## config.mk

```make
export PLATFORM = sky130hd
export DESIGN_NAME = cdb_arbiter_flat
export DESIGN_NICKNAME = d
export VERILOG_FILES = /design/src/rtl/cdb_arbiter_if.sv /design/src/rtl/cdb_arbiter.sv /design/src/flat_wrapper.sv
export SDC_FILE = /design/constraint.sdc
export NUM_CORES = 1
export LEC_CHECK = 0
export ABC_AREA = 1
export CAP_MARGIN = 20
export CORE_MARGIN = 2
export CORE_UTILIZATION = 49
export CTS_CLUSTER_DIAMETER = 80
export DETAILED_ROUTE_END_ITERATION = 8
export PLACE_DENSITY = 0.78
export SETUP_SLACK_MARGIN = 0.02
export SLEW_MARGIN = 10
export SYNTH_ARGS = -nofsm -noshare
export SYNTH_HDL_FRONTEND = slang
export SYNTH_SLANG_ARGS = --single-unit
```

## constraint.sdc

```tcl
create_clock -name clk -period 3.8 [get_ports clk]
set_input_delay 0.38 -clock clk [delete_from_list [all_inputs] [get_ports clk]]
set_output_delay 0.38 -clock clk [all_outputs]
set_load 0.02 [all_outputs]
```

## src/rtl/cdb_arbiter_if.sv

```systemverilog
// Source-result and CDB broadcast signals between the functional units, the arbiter and its consumers.
interface cdb_arbiter_if #(
  parameter int NUM_SRC = 7,
  parameter int DATA_W  = 32,
  parameter int TAG_W   = 4
);
  localparam int SRC_W = $clog2(NUM_SRC);

  logic [NUM_SRC-1:0]        src_valid;
  logic [NUM_SRC*TAG_W-1:0]  src_tag;
  logic [NUM_SRC*DATA_W-1:0] src_data;
  logic [NUM_SRC-1:0]        src_ready;
  logic                      cdb_valid;
  logic [TAG_W-1:0]          cdb_tag;
  logic [DATA_W-1:0]         cdb_data;
  logic [SRC_W-1:0]          cdb_src;

  modport master (
    output src_valid, src_tag, src_data,
    input  src_ready, cdb_valid, cdb_tag, cdb_data, cdb_src
  );

  modport slave (
    input  src_valid, src_tag, src_data,
    output src_ready, cdb_valid, cdb_tag, cdb_data, cdb_src
  );
endinterface

```

## src/rtl/cdb_arbiter.sv

```systemverilog
// Common Data Bus arbiter: one-deep holding register per result source,
// round-robin grant, one registered broadcast per cycle.

module cdb_hold_entry #(
  parameter int DATA_W = 32,
  parameter int TAG_W  = 4
) (
  input  logic              clk,
  input  logic              reset,
  input  logic              flush,
  input  logic              valid,
  input  logic [TAG_W-1:0]  new_tag,
  input  logic [DATA_W-1:0] new_data,
  input  logic              grant,
  output logic              full,
  output logic [TAG_W-1:0]  tag,
  output logic [DATA_W-1:0] data
);
  // Grant only hits a full entry and accept only an empty one, so they never collide.
  always_ff @(posedge clk) begin
    if (reset || flush) begin
      full <= 1'b0;
    end else if (full) begin
      if (grant) full <= 1'b0;
    end else if (valid) begin
      full <= 1'b1;
      tag  <= new_tag;
      data <= new_data;
    end
  end
endmodule

module cdb_arbiter #(
  parameter int NUM_SRC = 7,
  parameter int DATA_W  = 32,
  parameter int TAG_W   = 4
) (
  input  logic          clk,
  input  logic          reset,
  input  logic          flush,
  cdb_arbiter_if.slave  bus
);
  localparam int SRC_W = $clog2(NUM_SRC);

  logic [NUM_SRC-1:0]             full;
  logic [NUM_SRC-1:0]             grant;
  logic [NUM_SRC-1:0][TAG_W-1:0]  hold_tag;
  logic [NUM_SRC-1:0][DATA_W-1:0] hold_data;
  logic [SRC_W-1:0]               rr_ptr;
  logic [SRC_W-1:0]               gnt_idx;
  logic                           gnt_any;
  logic [SRC_W:0]                 idx;

  logic                           cdb_valid;
  logic [TAG_W-1:0]               cdb_tag;
  logic [DATA_W-1:0]              cdb_data;
  logic [SRC_W-1:0]               cdb_src;

  generate
    for (genvar i = 0; i < NUM_SRC; i++) begin : g_ent
      cdb_hold_entry #(.DATA_W(DATA_W), .TAG_W(TAG_W)) u_ent (
        .clk      (clk),
        .reset    (reset),
        .flush    (flush),
        .valid    (bus.src_valid[i]),
        .new_tag  (bus.src_tag[i*TAG_W +: TAG_W]),
        .new_data (bus.src_data[i*DATA_W +: DATA_W]),
        .grant    (grant[i]),
        .full     (full[i]),
        .tag      (hold_tag[i]),
        .data     (hold_data[i])
      );
    end
  endgenerate

  assign bus.src_ready = ~full;

  // Search starts one past the last winner and wraps; first full entry wins.
  always_comb begin
    gnt_any = 1'b0;
    gnt_idx = '0;
    grant   = '0;
    idx     = '0;
    for (int k = 1; k <= NUM_SRC; k++) begin
      idx = {1'b0, rr_ptr} + (SRC_W+1)'(k);
      if (idx >= (SRC_W+1)'(NUM_SRC)) idx = idx - (SRC_W+1)'(NUM_SRC);
      if (!gnt_any && full[idx[SRC_W-1:0]]) begin
        gnt_any = 1'b1;
        gnt_idx = idx[SRC_W-1:0];
      end
    end
    grant[gnt_idx] = gnt_any;
  end

  always_ff @(posedge clk) begin
    if (reset) begin
      cdb_valid <= 1'b0;
      cdb_tag   <= '0;
      cdb_data  <= '0;
      cdb_src   <= '0;
      rr_ptr    <= SRC_W'(NUM_SRC-1);
    end else if (flush) begin
      cdb_valid <= 1'b0;
    end else begin
      cdb_valid <= gnt_any;
      if (gnt_any) begin
        cdb_tag  <= hold_tag[gnt_idx];
        cdb_data <= hold_data[gnt_idx];
        cdb_src  <= gnt_idx;
        rr_ptr   <= gnt_idx;
      end
    end
  end

  assign bus.cdb_valid = cdb_valid;
  assign bus.cdb_tag   = cdb_tag;
  assign bus.cdb_data  = cdb_data;
  assign bus.cdb_src   = cdb_src;
endmodule

```

## src/flat_wrapper.sv

```systemverilog
// flat-port wrapper written by rule: the top's interface ports become plain ports
module cdb_arbiter_flat 
#(
  parameter int NUM_SRC = 7,
  parameter int DATA_W  = 32,
  parameter int TAG_W   = 4
)
  (clk, reset, flush, bus_src_valid, bus_src_tag, bus_src_data, bus_src_ready, bus_cdb_valid, bus_cdb_tag, bus_cdb_data, bus_cdb_src);
  cdb_arbiter_if #(.NUM_SRC(NUM_SRC), .DATA_W(DATA_W), .TAG_W(TAG_W)) bus_i ();
  input  logic clk;
  input  logic reset;
  input  logic flush;
  input wire logic [$bits(bus_i.src_valid)-1:0] bus_src_valid;
  input wire logic [$bits(bus_i.src_tag)-1:0] bus_src_tag;
  input wire logic [$bits(bus_i.src_data)-1:0] bus_src_data;
  output wire logic [$bits(bus_i.src_ready)-1:0] bus_src_ready;
  output wire logic [$bits(bus_i.cdb_valid)-1:0] bus_cdb_valid;
  output wire logic [$bits(bus_i.cdb_tag)-1:0] bus_cdb_tag;
  output wire logic [$bits(bus_i.cdb_data)-1:0] bus_cdb_data;
  output wire logic [$bits(bus_i.cdb_src)-1:0] bus_cdb_src;
  assign bus_i.src_valid = bus_src_valid;
  assign bus_i.src_tag = bus_src_tag;
  assign bus_i.src_data = bus_src_data;
  assign bus_src_ready = bus_i.src_ready;
  assign bus_cdb_valid = bus_i.cdb_valid;
  assign bus_cdb_tag = bus_i.cdb_tag;
  assign bus_cdb_data = bus_i.cdb_data;
  assign bus_cdb_src = bus_i.cdb_src;
  cdb_arbiter #(.NUM_SRC(NUM_SRC), .DATA_W(DATA_W), .TAG_W(TAG_W)) u_core (.clk(clk), .reset(reset), .flush(flush), .bus(bus_i));
endmodule
```

==> results of run 1 <==
metrics by stage:
step | worst slack, ns | setup TNS [ns] | area (sq um) | util (%)
2_1_floorplan | 0.517 | 0 | 13800 | -
3_3_place_gp | -0.135 | -0.394 | 18000 | 64.9
5_1_grt | -0.0939 | -0.247 | 19500 | 70.2
3_5_place_dp | -0.237 | -1.78 | 18000 | 64.9
6_report | 0.162 | 0 | 19500 | 70.2
4_1_cts | 0.0422 | 0 | 19100 | 68.6
synthesized netlist by cell type, drive strengths merged (2+ instances only):
library cell	number
inv	219
buf	33
o211ai	9
o21bai	35
o31ai	2
dfxtp	49
nand2	314
ha	10
nor3	2
clkinv	4
clkbuf	34
nand4	80
edfxtp	252
a21oi	17
nand3	172
nor2	144
o21ai	57
routing by layer:
layer | up-vias | global-route usage [%]
li1 | 5589 | -
met5 | - | 0
met2 | 723 | 49.9
met3 | 125 | 6.98
met1 | 5674 | 38.9
met4 | 6 | 14.8
worst max-delay path: stages, from the launching register on:
cell and delay, ns:
dfxtp_4 0.38, ha_1 0.14, inv_1 0.04, ha_1 0.34, nand2_1 0.11, buf_4 0.16
nand2_1 0.07, nand2_1 0.07, nand2_2 0.15, nand3_1 0.12, nand3_1 0.13, nand2_2 0.09
nor2_4 0.16, nand3_2 0.11, nor2_4 0.16, buf_6 0.12, nand4_1 0.17, inv_2 0.09
nor2_1 0.04, buf_4 0.15, nor2_4 0.12, buf_12 0.16, clkbuf_16 0.19, nand3_1 0.08
nand3_1 0.10, nor2_1 0.05, nor2_1 0.10
logic make-up after synthesis:
group                      synth area share, %
DFF                                       61.8
adders and majority gates                 1.05
buffers and inverters                     8.65
AOI/OAI and AO/OA                         5.23
xor gates and xnor gates                0.0634
and+or+nand+nor                           23.2
flip-flops by register name, indices dropped and copies added, names as in the netlist:
signal,flops
u_core.g_ent.u_ent.data,224
u_core.bus.cdb_data,32
u_core.rr_ptr,2
u_core.g_ent.u_ent.tag,28
u_core.bus.cdb_tag,4
u_core.bus.cdb_src,3
u_core.bus.cdb_valid,1
u_core.g_ent.u_ent.full,7
final cells by class:
class / count / area share, %
Antenna cell: 7 / 0.0898
Clock buffer: 46 / 4.42
Clock inverter: 12 / 0.660
Inverter: 223 / 4.30
Multi-Input combinational cell: 846 / 22.1
Sequential cell: 301 / 43.8
Tap cell: 378 / 2.42
Timing Repair Buffer: 420 / 22.2
worst paths after layout:
path	to	slack [ns]	cells after the start
worst max-delay path	u_core.bus.cdb_data[23]$_SDFFE_PP0P_	0.16	26
worst min-delay path	u_core.g_ent[5].u_ent.data[6]$_DFFE_PP_	0.36	1
worst max register to register	u_core.bus.cdb_data[23]$_SDFFE_PP0P_	0.16	26
worst min register to register	u_core.bus.cdb_src[2]$_SDFFE_PP0P_	0.48	2
repair_timing:
action,4_1_cts,5_1_grt
hold endpoints to repair,0,0
gates cloned,0,6
pin swaps,1,12
setup buffers,1,10
setup endpoints to repair,37,47
gates resized for setup,5,54
==> flow_summary.json, run 1 <==
{
  "antenna_found_initial": 9,
  "n_fill_cell": 2013,
  "start_util_pct": 49.8,
  "status": "finished clean",
  "final-max-slew-violation-count": 0,
  "syn_to_final_growth_pct": 41.2,
  "multi_input_area_sq_um": 4310,
  "hold_ws_ns": 0.358,
  "post-dp-hpwl_um": 33200,
  "firstDrtPassIters": 6,
  "io_buffers": 308,
  "via_per_inst": 5.43,
  "drt_wl_total_um": 47000,
  "layout.cells.most_common_list": "clkdlybuf4s50_1, nand2_1, edfxtp_1",
  "top_layer": "met5",
  "startpoint": "u_core.rr_ptr[1]$_SDFFE_PP1P_",
  "yosys.area.top_type": "edfxtp_1",
  "cts-hold-fix-buffers": 0,
  "synthArstFlopShare_pct": 0,
  "required_ns": 4.31,
  "worst_slew_pin_slew_ns": 0.899,
  "root_buffer": "clkbuf_16",
  "htree_levels": 1,
  "first_global_vias": 11547,
  "layout_commonest_cell": "clkdlybuf4s50_1",
  "finalClockSkew_ns": 0.0298,
  "fin_nets": 2096,
  "grt_max_degree": 73,
  "die_h_um": 172,
  "arrival_ns": 4.14,
  "max_slew_margin_pct": 40.0,
  "synth_area_per_cell_sq_um": 9.62,
  "hold_violations": 0,
  "timing.rr.start": "u_core.rr_ptr[1]$_SDFFE_PP1P_",
  "ys_types": 32,
  "grt_pass1_wl_um": 66700,
  "grt_util_all_layers_pct": 30.7,
  "die-area_sq_um": 29600,
  "drt_first_iter_violations": 1495,
  "met2_length_um": 22200,
  "layout-drive-gt1-share_pct": 12.4,
  "route.detailed.drc": 0,
  "synth_area_sq_um": 13800,
  "cts.sink_count": 301,
  "place_congestion": 0.930,
  "ys.flop_type": "edfxtp_1",
  "num_vias": 12117,
  "hp-start": "bus_src_data[166]",
  "critical_path.startpoint_type": "register",
  "fp.dieW_um": 172,
  "final_antenna_net_count": 0,
  "cts_tree": "built",
  "drt-met1-wl_um": 17600,
  "synthTopCellsByArea": "edfxtp_1, nand2_1, dfxtp_1",
  "clockBufferDepth": 3,
  "synth_top_area_share_pct": 54.7,
  "rows": 61,
  "cts_buffers": 31,
  "ios": 309,
  "syn_inst": 1437,
  "synth-seq-area-share_pct": 61.8,
  "layout_min_cycle_time_ns": 3.64,
  "synth_seq_cells": 301,
  "final_cell_count_no_fill": 2233,
  "post-place-cells": 2151,
  "path_class": "register to register",
  "hold_class": "input port to register",
  "synth_edf_count": 252,
  "wl_met3_um": 4860,
  "syn_nets": 1710,
  "seqCellArea_sq_um": 8550,
  "crit_fanout": 13,
  "setup_viol": 0,
  "clk_latency_ns": 0.57,
  "end_kind": "register",
  "avgRoutedWirePerCell_um": 21.0,
  "clk_pin_slew_ns": 0.06,
  "fmax_ghz": 0.275,
  "fin_crit_sh_pct": 95.7,
  "maxCapViolations": 0,
  "design.core.area_sq_um": 27800,
  "yosysWarningCount": 0,
  "grt-ovfl-total": 0
}
Power of run 1 is left out: the tool's default activity adds up to more than one toggle a clock period on the data nets, which glitch-free logic cannot reach.
==> run 2: changes to the inputs <==
--- a/config.mk
+++ b/config.mk
@@ -9,6 +9,7 @@
 export CAP_MARGIN = 20
 export CORE_MARGIN = 2
 export CORE_UTILIZATION = 49
+export CTS_BUF_LIST = sky130_fd_sc_hd__clkbuf_4
 export CTS_CLUSTER_DIAMETER = 80
 export DETAILED_ROUTE_END_ITERATION = 8
 export PLACE_DENSITY = 0.78
==> flow_summary.json, run 2 (synthesized netlist as in run 1, its figures left out) <==
{
  "clk_latency_ns": 0.72,
  "grt-ovfl-total": 0,
  "firstDrtPassIters": 6,
  "worst_slew_pin_slew_ns": 0.885,
  "via_per_inst": 5.30,
  "die_h_um": 172,
  "drt_first_iter_violations": 1305,
  "end_kind": "register",
  "drt-met1-wl_um": 17400,
  "fin_crit_sh_pct": 95.5,
  "clockBufferDepth": 3,
  "rows": 61,
  "n_fill_cell": 2058,
  "maxCapViolations": 0,
  "fp.dieW_um": 172,
  "clk_pin_slew_ns": 0.07,
  "syn_to_final_growth_pct": 41.0,
  "cts.sink_count": 301,
  "design.core.area_sq_um": 27800,
  "cts-hold-fix-buffers": 0,
  "top_layer": "met5",
  "cts_buffers": 76,
  "hold_class": "input port to register",
  "finalClockSkew_ns": 0.0886,
  "final_cell_count_no_fill": 2315,
  "cts_tree": "built",
  "hold_ws_ns": 0.210,
  "max_slew_margin_pct": 40.9,
  "grt_pass1_wl_um": 67200,
  "layout.cells.most_common_list": "clkdlybuf4s50_1, nand2_1, edfxtp_1",
  "hold_violations": 0,
  "multi_input_area_sq_um": 4300,
  "final-max-slew-violation-count": 0,
  "layout-drive-gt1-share_pct": 15.8,
  "first_global_vias": 11891,
  "status": "finished clean",
  "arrival_ns": 4.20,
  "place_congestion": 0.930,
  "top_register": "u_core.g_ent.u_ent.data",
  "setup_viol": 0,
  "start_util_pct": 49.8,
  "utilization_pct": 70.2,
  "crit_fanout": 13,
  "ios": 309,
  "drt_wl_total_um": 46800,
  "antenna_found_initial": 11,
  "num_vias": 12276,
  "io_buffers": 308,
  "htree_levels": 3,
  "seqCellArea_sq_um": 8550,
  "ff2ff_path_depth": 22,
  "met2_length_um": 22400,
  "required_ns": 4.37,
  "layout_min_cycle_time_ns": 3.63,
  "post-dp-hpwl_um": 33200,
  "critical_path.startpoint_type": "register",
  "avgRoutedWirePerCell_um": 20.2,
  "post-place-cells": 2151,
  "whs_path_depth": 1,
  "route.detailed.drc": 0,
  "wl_met3_um": 5030,
  "final_antenna_net_count": 0,
  "largest_register_ffs": 224,
  "fin_nets": 2139,
  "layout_commonest_cell": "clkdlybuf4s50_1",
  "grt_max_degree": 73,
  "grt_util_all_layers_pct": 31.1,
  "root_buffer": "clkbuf_4",
  "fmax_ghz": 0.276,
  "reg_top3": "u_core.g_ent.u_ent.data: 224 flops, u_core.bus.cdb_data: 32 flops, u_core.g_ent.u_ent.tag: 28 flops",
  "setup_tns_ns": 0,
  "path_class": "register to register",
  "die-area_sq_um": 29600
}
[run 2: cell types whose count changed in the layout (fill, tap and decap cells not counted), sizes merged]
cell      previous run  this run
clkbuf              52       124
clkinv              10        18
diode                7         9
inv                221       223
bufinv               2         1
clkinvlp             2         1
[run 2: through the flow]
stage,area [sq um],setup slack [ns]
after floorplan,13800,0.517
after global placement,18000,-0.135
after detailed placement,18000,-0.237
after CTS,19100,0.0331
after global routing,19500,-0.0302
final,19500,0.172
[run 2: path summary, 6_finish.rpt]
kind                                           start                                  endpoint  slack, ns
setup / recovery       u_core.rr_ptr[2]$_SDFFE_PP1P_      u_core.bus.cdb_data[26]$_SDFFE_PP0P_       0.17
hold / removal                      bus_src_data[51]  u_core.g_ent[1].u_ent.data[19]$_DFFE_PP_       0.21
setup reg to reg       u_core.rr_ptr[2]$_SDFFE_PP1P_      u_core.bus.cdb_data[26]$_SDFFE_PP0P_       0.17
hold reg to reg   u_core.bus.cdb_src[2]$_SDFFE_PP0P_        u_core.bus.cdb_src[2]$_SDFFE_PP0P_       0.47
[run 2: timing repair]
item	in CTS	in global routing
endpoints found under the setup margin	30	47
gates resized for setup	5	47
hold endpoints to repair	0	0
pin swaps	1	9
cloned	0	4
setup buffers	1	10
[run 2: layout make-up]
type / instances / share of cell area, %
antenna: 9 / 0.116
multi-input combinational: 846 / 22.1
tap: 378 / 2.43
clock inverter: 20 / 0.629
inverter: 223 / 4.32
timing repair buffer: 418 / 21.9
sequential: 301 / 43.9
clock buffer: 120 / 4.62
[run 2: routing by layer]
layer  up-vias  track usage [%]
met1      5707             38.6
met5         -                0
met3       120             8.40
met4         6             14.2
met2       710             51.0
li1       5733                -
[run 2: critical path, cell delays in order (launching register included)]
cell	delay (ns)
dfxtp_2	0.38
inv_1	0.10
buf_4	0.18
fa_2	0.45
o21ai_4	0.22
inv_2	0.07
nand3_1	0.10
nand3_1	0.10
nand2_2	0.11
inv_2	0.07
nor2_4	0.13
nand3_2	0.12
nor2_4	0.18
buf_4	0.15
nand4_4	0.10
nand3_4	0.17
buf_12	0.17
buf_4	0.21
nand2_1	0.06
nand3_1	0.13
nand3_2	0.15
nor2_1	0.12
nor2_1	0.04
Power of run 2 is left out for the same reason.
==> run 3: changes to the inputs <==
--- a/config.mk
+++ b/config.mk
@@ -12,6 +12,7 @@
 export CTS_BUF_LIST = sky130_fd_sc_hd__clkbuf_4
 export CTS_CLUSTER_DIAMETER = 80
 export DETAILED_ROUTE_END_ITERATION = 8
+export GPL_TIMING_DRIVEN = 1
 export PLACE_DENSITY = 0.78
 export SETUP_SLACK_MARGIN = 0.02
 export SLEW_MARGIN = 10
==> constraint.sdc (replaced) <==
create_clock -name clk -period 3.4 [get_ports clk]
set_input_delay 0.34 -clock clk [delete_from_list [all_inputs] [get_ports clk]]
set_output_delay 0.34 -clock clk [all_outputs]
set_load 0.02 [all_outputs]
==> flow_summary.json, run 3 (synthesized netlist as in run 1, its figures left out) <==
{
  "setup_viol": 37,
  "layout-drive-gt1-share_pct": 21.8,
  "htree_levels": 3,
  "final-max-slew-violation-count": 0,
  "reg_top3": "u_core.g_ent.u_ent.data: 224 flops, u_core.bus.cdb_data: 32 flops, u_core.g_ent.u_ent.tag: 28 flops",
  "die-area_sq_um": 29600,
  "grt_util_all_layers_pct": 33.5,
  "cts-hold-fix-buffers": 0,
  "ff2ff_path_depth": 24,
  "clockBufferDepth": 3,
  "arrival_ns": 4.15,
  "rsz0062_at_grt": "true",
  "final_antenna_net_count": 0,
  "num_vias": 12932,
  "drt_wl_total_um": 49700,
  "fp.dieW_um": 172,
  "grt_pass1_wl_um": 73300,
  "path_class": "register to register",
  "cts_tree": "built",
  "fin_nets": 2211,
  "route.detailed.drc": 0,
  "first_global_vias": 13090,
  "multi_input_area_sq_um": 4600,
  "die_h_um": 172,
  "end_kind": "register",
  "layout.cells.most_common_list": "clkdlybuf4s50_1, nand2_1, edfxtp_1",
  "crit_chain": "ha_1, inv_2, ha_4, buf_4, xnor2_2, a21oi_2, buf_4, inv_1, nand3_2, nand2_2, nor2_4, buf_4, nand3b_1, nand3_2, nor2_4, nand3_4, buf_6, buf_16, buf_6, nand2_2, nand2_2, o21bai_1, nor2_1, nor2_1",
  "largest_register_ffs": 224,
  "whs_path_depth": 1,
  "hold_class": "input port to register",
  "status": "finished with violations",
  "cts.sink_count": 301,
  "layout_commonest_cell": "clkdlybuf4s50_1",
  "critical_path.startpoint_type": "register",
  "setup_ws_ns": -0.129,
  "maxCapViolations": 0,
  "hold_violations": 0,
  "crit_fanout": 7,
  "ios": 309,
  "max_stage_delay_ns": 0.34,
  "finalClockSkew_ns": 0.0690,
  "clk_pin_slew_ns": 0.07,
  "violations": "negative setup slack",
  "n_fill_cell": 1833,
  "grt_max_degree": 40,
  "seqCellArea_sq_um": 8550,
  "worst_slew_pin_slew_ns": 0.856,
  "max_slew_margin_pct": 42.9,
  "place_congestion": 0.918,
  "avgRoutedWirePerCell_um": 20.8,
  "top_register": "u_core.g_ent.u_ent.data",
  "drt_first_iter_violations": 1297,
  "via_per_inst": 5.41,
  "clk_latency_ns": 0.72,
  "root_buffer": "clkbuf_4",
  "syn_to_final_growth_pct": 49.4,
  "start_util_pct": 49.8,
  "grt-ovfl-total": 0,
  "post-dp-hpwl_um": 33800,
  "setup_tns_ns": -2.56,
  "required_ns": 4.02,
  "fmax_ghz": 0.283,
  "rows": 61,
  "antenna_found_initial": 8,
  "slowest_stage": "dfxtp_2",
  "cts_buffers": 78,
  "firstDrtPassIters": 6,
  "fin_crit_sh_pct": 104,
  "layout_min_cycle_time_ns": 3.53,
  "design.core.area_sq_um": 27800,
  "io_buffers": 308
}
[run 3: cell types whose count changed in the layout (fill, tap and decap cells not counted), moves of 14 or more]
cell and delta:
buf_4 +42, buf_6 +16, nand2_1 -15, nand2_2 +14
nand3_1 -34, nand3_2 +31
[run 3: through the flow]
stage	hold WS, ns	setup slack [ns]	utilization (%)	instance area [sq um]	cells
after floorplan	0.409	0.117	-	13800	1437
after global placement	0.449	-0.304	66.0	18300	2189
after detailed placement	0.451	-0.362	66.0	18300	2189
after CTS	0.148	-0.0608	73.4	20400	2372
after global routing	0.144	-0.288	74.3	20600	2385
final	0.175	-0.129	74.4	20700	2390
[run 3: repair_timing]
item | 4_1_cts | 5_1_grt
setup endpoints to repair | 44 | 47
endpoints found under the hold margin | 0 | 0
cloned | 10 | 1
gates resized for setup | 108 | 53
setup buffers | 31 | 7
pin swaps | 33 | 25
[run 3: metal layers]
metal  vias to the layer above  part of all wire [%]  global-route usage (%)
met5                         -                     0                       0
met1                      6063                    36                    40.2
met4                         0                   4.9                    17.8
met3                       161                    10                    8.15
li1                       5876                     -                       -
met2                       832                    49                    55.8
[run 3: layout make-up]
cell class | instances | share of cell area [%]
antenna | 11 | 0.133
clock inverter | 35 | 1.35
tap | 378 | 2.29
multi-input combinational | 846 | 22.3
sequential | 301 | 41.4
clock buffer | 108 | 3.92
inverter | 223 | 4.08
timing repair buffer | 488 | 24.6
[run 3: critical path: cells and delay by family (launching register included)]
kind                       cells  cell delay [ns]
AOI/OAI and AO/OA              2             0.29
xor gates and xnor gates       1             0.25
adders and majority gates      2             0.41
buffers and inverters          8             1.04
DFF                            1             0.34
and+or+nand+nor               11             1.12
[run 3: final timing paths]
check / to / slack (ns) / startpoint
worst max-delay path: u_core.bus.cdb_data[2]$_SDFFE_PP0P_ / -0.13 / u_core.bus.cdb_src[0]$_SDFFE_PP0P_
worst min-delay path: u_core.g_ent[0].u_ent.data[8]$_DFFE_PP_ / 0.17 / bus_src_data[8]
worst max register to register: u_core.bus.cdb_data[2]$_SDFFE_PP0P_ / -0.13 / u_core.bus.cdb_src[0]$_SDFFE_PP0P_
worst min register to register: u_core.bus.cdb_src[2]$_SDFFE_PP0P_ / 0.46 / u_core.bus.cdb_src[2]$_SDFFE_PP0P_
Power of run 3 is left out for the same reason.
